==> config.mk <==
export PLATFORM = sky130hd
export DESIGN_NAME = fir_coef_sequencer
export DESIGN_NICKNAME = d
export VERILOG_FILES = /design/src/rtl/fir_coef_sequencer.sv
export SDC_FILE = /design/constraint.sdc
export NUM_CORES = 1
export LEC_CHECK = 0
export CORE_MARGIN = 10
export CORE_UTILIZATION = 59
export CTS_BUF_LIST = sky130_fd_sc_hd__clkbuf_4
export CTS_CLUSTER_SIZE = 24
export DETAILED_ROUTE_END_ITERATION = 6
export GPL_ROUTABILITY_DRIVEN = 0
export MAX_ROUTING_LAYER = met4
export PLACE_DENSITY = 0.95
export SYNTH_ARGS = -nofsm -noshare
export SYNTH_HDL_FRONTEND = slang
export SYNTH_SLANG_ARGS = --single-unit
==> constraint.sdc <==
create_clock -name clk -period 3.5 [get_ports clk]
set_input_delay 0.525 -clock clk [delete_from_list [all_inputs] [get_ports clk]]
set_output_delay 0.525 -clock clk [all_outputs]
set_load 0.05 [all_outputs]
==> src/rtl/fir_coef_sequencer.sv <==
// -----------------------------------------------------------------------------
// fir_coef_sequencer
//
// Controller in front of a 7-tap symmetric FIR filter. It keeps two banks of
// four half-coefficients (a, b, c, d). The filter mirrors each bank to
// [a b c d c b a]. On a reload request the selected bank is streamed into the
// filter's coefficient port. FLUSH_LEN zero samples then clear the delay line.
// After that a valid/ready sample stream is gated into the filter, and each
// filter output is tagged with a valid flag.
//
// Parameters
//   FIR_LAT    : cycles from fir_x_in being driven to the matching fir_y_in
//   FLUSH_LEN  : zero samples driven after a coefficient load (>= 1)
//
// Ports
//   clk, rst                 : clock; synchronous active-low reset
//   cfg_we/bank/addr/data    : host coefficient write
//   cfg_err                  : one-cycle pulse after a rejected write
//   reload_req, reload_bank  : request to load a bank into the filter
//   busy                     : high while loading or flushing
//   loaded                   : a load has completed since reset
//   active_bank              : bank currently in the filter
//   s_valid, s_data, s_ready : input sample handshake
//   fir_x_in, fir_coef_val,
//   fir_writeen, fir_tlast   : registered filter drive
//   fir_y_in                 : filter output
//   y_valid, y_data          : tagged filter output
// -----------------------------------------------------------------------------
module fir_coef_sequencer #(
    parameter int FIR_LAT   = 1,
    parameter int FLUSH_LEN = 7
) (
    input  logic        clk,
    input  logic        rst,
    input  logic        cfg_we,
    input  logic        cfg_bank,
    input  logic [1:0]  cfg_addr,
    input  logic [7:0]  cfg_data,
    output logic        cfg_err,
    input  logic        reload_req,
    input  logic        reload_bank,
    output logic        busy,
    output logic        loaded,
    output logic        active_bank,
    input  logic        s_valid,
    input  logic [7:0]  s_data,
    output logic        s_ready,
    output logic [7:0]  fir_x_in,
    output logic [7:0]  fir_coef_val,
    output logic        fir_writeen,
    output logic        fir_tlast,
    input  logic [17:0] fir_y_in,
    output logic        y_valid,
    output logic [17:0] y_data
);

    localparam int FCW = (FLUSH_LEN > 1) ? $clog2(FLUSH_LEN) : 1;
    localparam logic [FCW-1:0] FLUSH_LAST = FCW'(FLUSH_LEN - 1);

    typedef enum logic [1:0] {
        ST_IDLE  = 2'd0,
        ST_LOAD  = 2'd1,
        ST_FLUSH = 2'd2,
        ST_RUN   = 2'd3
    } state_t;

    state_t                 state_r, state_s;
    logic [1:0]             idx_r, idx_s;
    logic [FCW-1:0]         flush_cnt_r, flush_cnt_s;
    logic                   load_bank_r, load_bank_s;
    logic [1:0][3:0][7:0]   bank_r;

    logic                   busy_s;
    logic                   s_ready_s;
    logic                   accept_s;
    logic                   wr_ok_s;
    logic [7:0]             coef_s;

    logic                   cfg_err_r;
    logic                   loaded_r;
    logic                   active_bank_r;
    logic [7:0]             x_r;
    logic [7:0]             coef_r;
    logic                   writeen_r;
    logic                   tlast_r;
    // tag_r[0] is aligned with fir_x_in; tag_r[FIR_LAT] with fir_y_in.
    logic [FIR_LAT:0]       tag_r;
    logic [17:0]            y_hold_r;

    // A write is refused only when it targets the bank that is being loaded or flushed.
    assign busy_s    = (state_r == ST_LOAD) || (state_r == ST_FLUSH);
    assign s_ready_s = (state_r == ST_RUN) && !reload_req;
    assign accept_s  = s_valid && s_ready_s;
    assign wr_ok_s   = cfg_we && !(busy_s && (cfg_bank == load_bank_r));

    // Next-state, load index and flush counter sequencing
    always_comb begin
        state_s     = state_r;
        idx_s       = idx_r;
        flush_cnt_s = flush_cnt_r;
        load_bank_s = load_bank_r;
        case (state_r)
            ST_IDLE, ST_RUN: begin
                if (reload_req) begin
                    state_s     = ST_LOAD;
                    idx_s       = 2'd0;
                    load_bank_s = reload_bank;
                end else begin
                    state_s     = state_r;
                end
            end
            ST_LOAD: begin
                if (idx_r == 2'd3) begin
                    state_s     = ST_FLUSH;
                    flush_cnt_s = {FCW{1'b0}};
                end else begin
                    idx_s       = idx_r + 2'd1;
                end
            end
            ST_FLUSH: begin
                if (flush_cnt_r == FLUSH_LAST) begin
                    state_s     = ST_RUN;
                end else begin
                    flush_cnt_s = flush_cnt_r + FCW'(1);
                end
            end
            default: begin
                state_s = ST_IDLE;
            end
        endcase
    end

    // Coefficient for the next LOAD cycle; a same-cycle write to that entry
    // is forwarded so the freshly written value is loaded.
    always_comb begin
        coef_s = bank_r[load_bank_s][idx_s];
        if (wr_ok_s && (cfg_bank == load_bank_s) && (cfg_addr == idx_s)) begin
            coef_s = cfg_data;
        end else begin
            coef_s = bank_r[load_bank_s][idx_s];
        end
    end

    // FSM state, load bookkeeping and coefficient banks
    always_ff @(posedge clk) begin
        if (!rst) begin
            state_r       <= ST_IDLE;
            idx_r         <= 2'd0;
            flush_cnt_r   <= {FCW{1'b0}};
            load_bank_r   <= 1'b0;
            bank_r        <= {64{1'b0}};
            cfg_err_r     <= 1'b0;
            loaded_r      <= 1'b0;
            active_bank_r <= 1'b0;
        end else begin
            state_r     <= state_s;
            idx_r       <= idx_s;
            flush_cnt_r <= flush_cnt_s;
            load_bank_r <= load_bank_s;
            cfg_err_r   <= cfg_we && !wr_ok_s;
            if (wr_ok_s) begin
                bank_r[cfg_bank][cfg_addr] <= cfg_data;
            end
            if ((state_r == ST_LOAD) && (idx_r == 2'd3)) begin
                loaded_r      <= 1'b1;
                active_bank_r <= load_bank_r;
            end
        end
    end

    // Registered filter drive: decoded from the next state so that the
    // outputs line up with the state they belong to.
    always_ff @(posedge clk) begin
        if (!rst) begin
            x_r       <= 8'd0;
            coef_r    <= 8'd0;
            writeen_r <= 1'b0;
            tlast_r   <= 1'b0;
        end else begin
            x_r <= accept_s ? s_data : 8'd0;
            if (state_s == ST_LOAD) begin
                coef_r    <= coef_s;
                writeen_r <= 1'b1;
                tlast_r   <= (idx_s == 2'd3);
            end else begin
                coef_r    <= 8'd0;
                writeen_r <= 1'b0;
                tlast_r   <= 1'b0;
            end
        end
    end

    // Valid-tag delay line and held output value
    always_ff @(posedge clk) begin
        if (!rst) begin
            tag_r    <= {(FIR_LAT+1){1'b0}};
            y_hold_r <= 18'd0;
        end else begin
            tag_r <= {tag_r[FIR_LAT-1:0], accept_s};
            if (tag_r[FIR_LAT]) begin
                y_hold_r <= fir_y_in;
            end
        end
    end

    assign cfg_err      = cfg_err_r;
    assign busy         = busy_s;
    assign loaded       = loaded_r;
    assign active_bank  = active_bank_r;
    assign s_ready      = s_ready_s;
    assign fir_x_in     = x_r;
    assign fir_coef_val = coef_r;
    assign fir_writeen  = writeen_r;
    assign fir_tlast    = tlast_r;
    assign y_valid      = tag_r[FIR_LAT];
    // The filter output passes straight through while tagged and is held otherwise.
    assign y_data       = tag_r[FIR_LAT] ? fir_y_in : y_hold_r;

endmodule
==> metrics.txt <==
outcome finished, final reports clean; Setup TNS 0 ns; Top-Level Pins 85; chip height 111 microns; Post-CTS Resized 0; clock buffer depth 2; Yosys top cell area share 46.8%; final worst-path cycle share 87.9%; Hold Crit Class reg2reg; Synth Flop Type dfxtp_1; Sw Pwr 747 uW; row cnt 32; Peak Freq 0.325 GHz; internal cell power 1.89 mW; Tightest Pin Transition 0.791 ns; maximum vdd drop 279 uV; CP Capture Type output pin; #FFs+latches synth 113; post-CTS setup buffer count 0; Clock Power Share 35.5%; Crit Path Category reg2out; final slew viol count 0; clock sinks 113; fin nets 658; WP data required 2.97 ns; antenna-violating nets left 0; htree depth 4; CP startpoint kind flop; post-route design area 5990 sq um; Post-synth EDFFs 0; # port buffers 84; Cell Area, Synth 4840 sq um; vias in the first global route 4,150; Initial Utilization 61.6%; P_leak 2.20 nW; WL per Instance 18.4 microns; CTS tree yes; register share of total power 50.7%; grt total ovfl 0; fraction of registers with async set/reset 0%; Fin. Hold Viols 0; Post-Syn Instances 533; Max-cap violations 0; Max-slew headroom 47.2%; Num CTS Buffers 17; drt drc 0; Syn-to-layout area delta 24.0%; clock skew 0.0125 ns; final WL 13.3 mm; first-pass GRT wire length 21.7 mm; CTS Root Cell clkbuf_4; Logic pwr share 13.8%; crit-path max cell delay 0.85 ns; cell area after placement 5730 sq um; CTS Hold Bufs 0; syn_area_per_cell 9.07 sq um; RSZ-0062 raised after global routing no; Sw Share 28.3%; fin crit period 3.07 ns; CP max stage cell dfxtp_1; clk_lat worst skew 0.54 ns; Worst Setup Slack, final 0.425 ns; initial antenna violation count 0; Ant. Diodes 0; DRT Pass-1 Iters 5; Vias 4,154; pwr dens 440 nW/um^2; post-detail-place hpwl 9.26 mm; unique cell type count in the Yosys netlist 41; CTS clk-pin slew, worst paths 0.09 ns; worst slack, placed 0.598 ns; Core Util, Final 76.4%; Synth warnings 0; maximum number of pins on one net before global-route repair 74; Syn Nets 581; vias per cell 5.73; share of cells above drive strength 1 11.7%; Worst EP arrival 2.55 ns; Final setup viols 0; Seq/Total Area, Yosys 46.8%; Core ar. 7850 sq um; crit-path cells mux2_2, clkdlybuf4s50_1; Synth area leaders dfxtp_1 (47%), mux2i_1 (14%), nand2_1 (5.8%); GRT Overall Usage 22.1%; DR iter-0 viols 312; worst-path fanout max 19; die width 111 microns; die area 12,200 sq um; Yosys top cell by area dfxtp_1
==> routing by layer <==
metal | wire (microns) | global-route usage [%] | vias up
met5 | 0 | - | -
met4 | 290 | 8.72 | 0
li1 | - | - | 1948
met2 | 6350 | 35.1 | 220
met3 | 1150 | 6.27 | 36
met1 | 5550 | 25.7 | 1950
==> kinds of logic (layout without fill, tap and decap cells) <==
group                      after synthesis  count (layout)  synth area share, %
muxes                                   86              86                 18.3
and+or+nand+nor                        241             241                 23.3
adders and majority gates                5               5                 1.29
buffers and inverters                   45             135                 3.78
DFF                                    113             113                 46.8
AOI/OAI and AO/OA                       41              41                 6.18
xor gates and xnor gates                 2               2                0.362
==> critical path, delay by kind of cell (launching register included) <==
kind                   cells  cell delay, ns
muxes                      1            0.43
buffers and inverters      1            0.73
DFF                        1            0.85
==> path summary, 6_finish.rpt <==
check / from / end / slack [ns] / cells after the start
max: tag_r[1] / y_data[14] / 0.43 / 2
min: loaded / loaded / 0.45 / 2
max reg2reg: state_r[0] / fir_coef_val[7] / 0.55 / 8
min reg2reg: loaded / loaded / 0.45 / 2
==> layout by cell type (no fill, tap or decap), types with 2 or more instances in the layout <==
master             n
a211oi_1           2
a21oi_1           11
a22oi_1            2
and2_1            29
and3_1             3
buf_4              8
bufinv_16          2
clkbuf_4          20
clkdlybuf4s50_1   84
clkinv_1           2
clkinv_2           4
clkinvlp_4         4
dfxtp_1          113
ha_1               5
inv_1             10
mux2_2            19
mux2i_1           66
nand2_1           75
nand2b_1           2
nand3_1           36
nand4_1            8
nor2_1            69
nor2_2             6
nor2b_1            5
nor3_2             2
o211a_1            2
o211ai_1           3
o21ai_0            7
o2bb2ai_1          8
==> stage by stage <==
| step | power [mW] | cells | hold WS (ns) |
|---|---|---|---|
| floorplan | 1.59 | 533 | 0.412 |
| global placement | 1.71 | 693 | 0.422 |
| detailed placement | 1.72 | 693 | 0.448 |
| CTS | 2.64 | 725 | 0.461 |
| global route | 2.73 | 725 | 0.486 |
| finish | 2.64 | 725 | 0.453 |
==> registers in the layout, summed over array words and instances, names as in the netlist <==
register,flops
load_bank_r,1
loaded,1
idx_r,2
cfg_err,1
active_bank,1
bank_r,64
flush_cnt_r,3
tag_r,2
fir_tlast,1
fir_writeen,1
fir_x_in,8
fir_coef_val,8
state_r,2
y_hold_r,18
==> power by group through the flow <==
stage	Clock (mW)	Combinational (mW)	Sequential [mW]
floorplan	0	0.195	1.39
global placement	0	0.347	1.36
detailed placement	0	0.357	1.37
CTS	0.941	0.361	1.34
global route	0.998	0.391	1.34
finish	0.936	0.365	1.34
==> area by class of cell <==
| type | count | area, sq um |
|---|---|---|
| repair buffers | 92 | 901 |
| flip-flops and latches | 113 | 2260 |
| clock inverters | 12 | 118 |
| clock buffers | 20 | 150 |
| inverters | 11 | 41.3 |
| fillers | 530 | 1850 |
| well taps | 102 | 128 |
| multi-input cells | 375 | 2390 |
==> Yosys cell counts, types with 5 or more instances <==
library cell and number:
o2bb2ai_1 8, buf_2 8, dfxtp_1 113, a21oi_1 11, nor2b_1 5, nand2_1 75
and2_1 29, o21ai_0 7, mux2i_1 67, nor2_2 6, inv_1 10, nor2_1 69
nand3_1 36, nand4_1 8, clkbuf_1 16, ha_1 5, mux2_2 19, buf_1 9
Power figures use the tool's default switching activity.
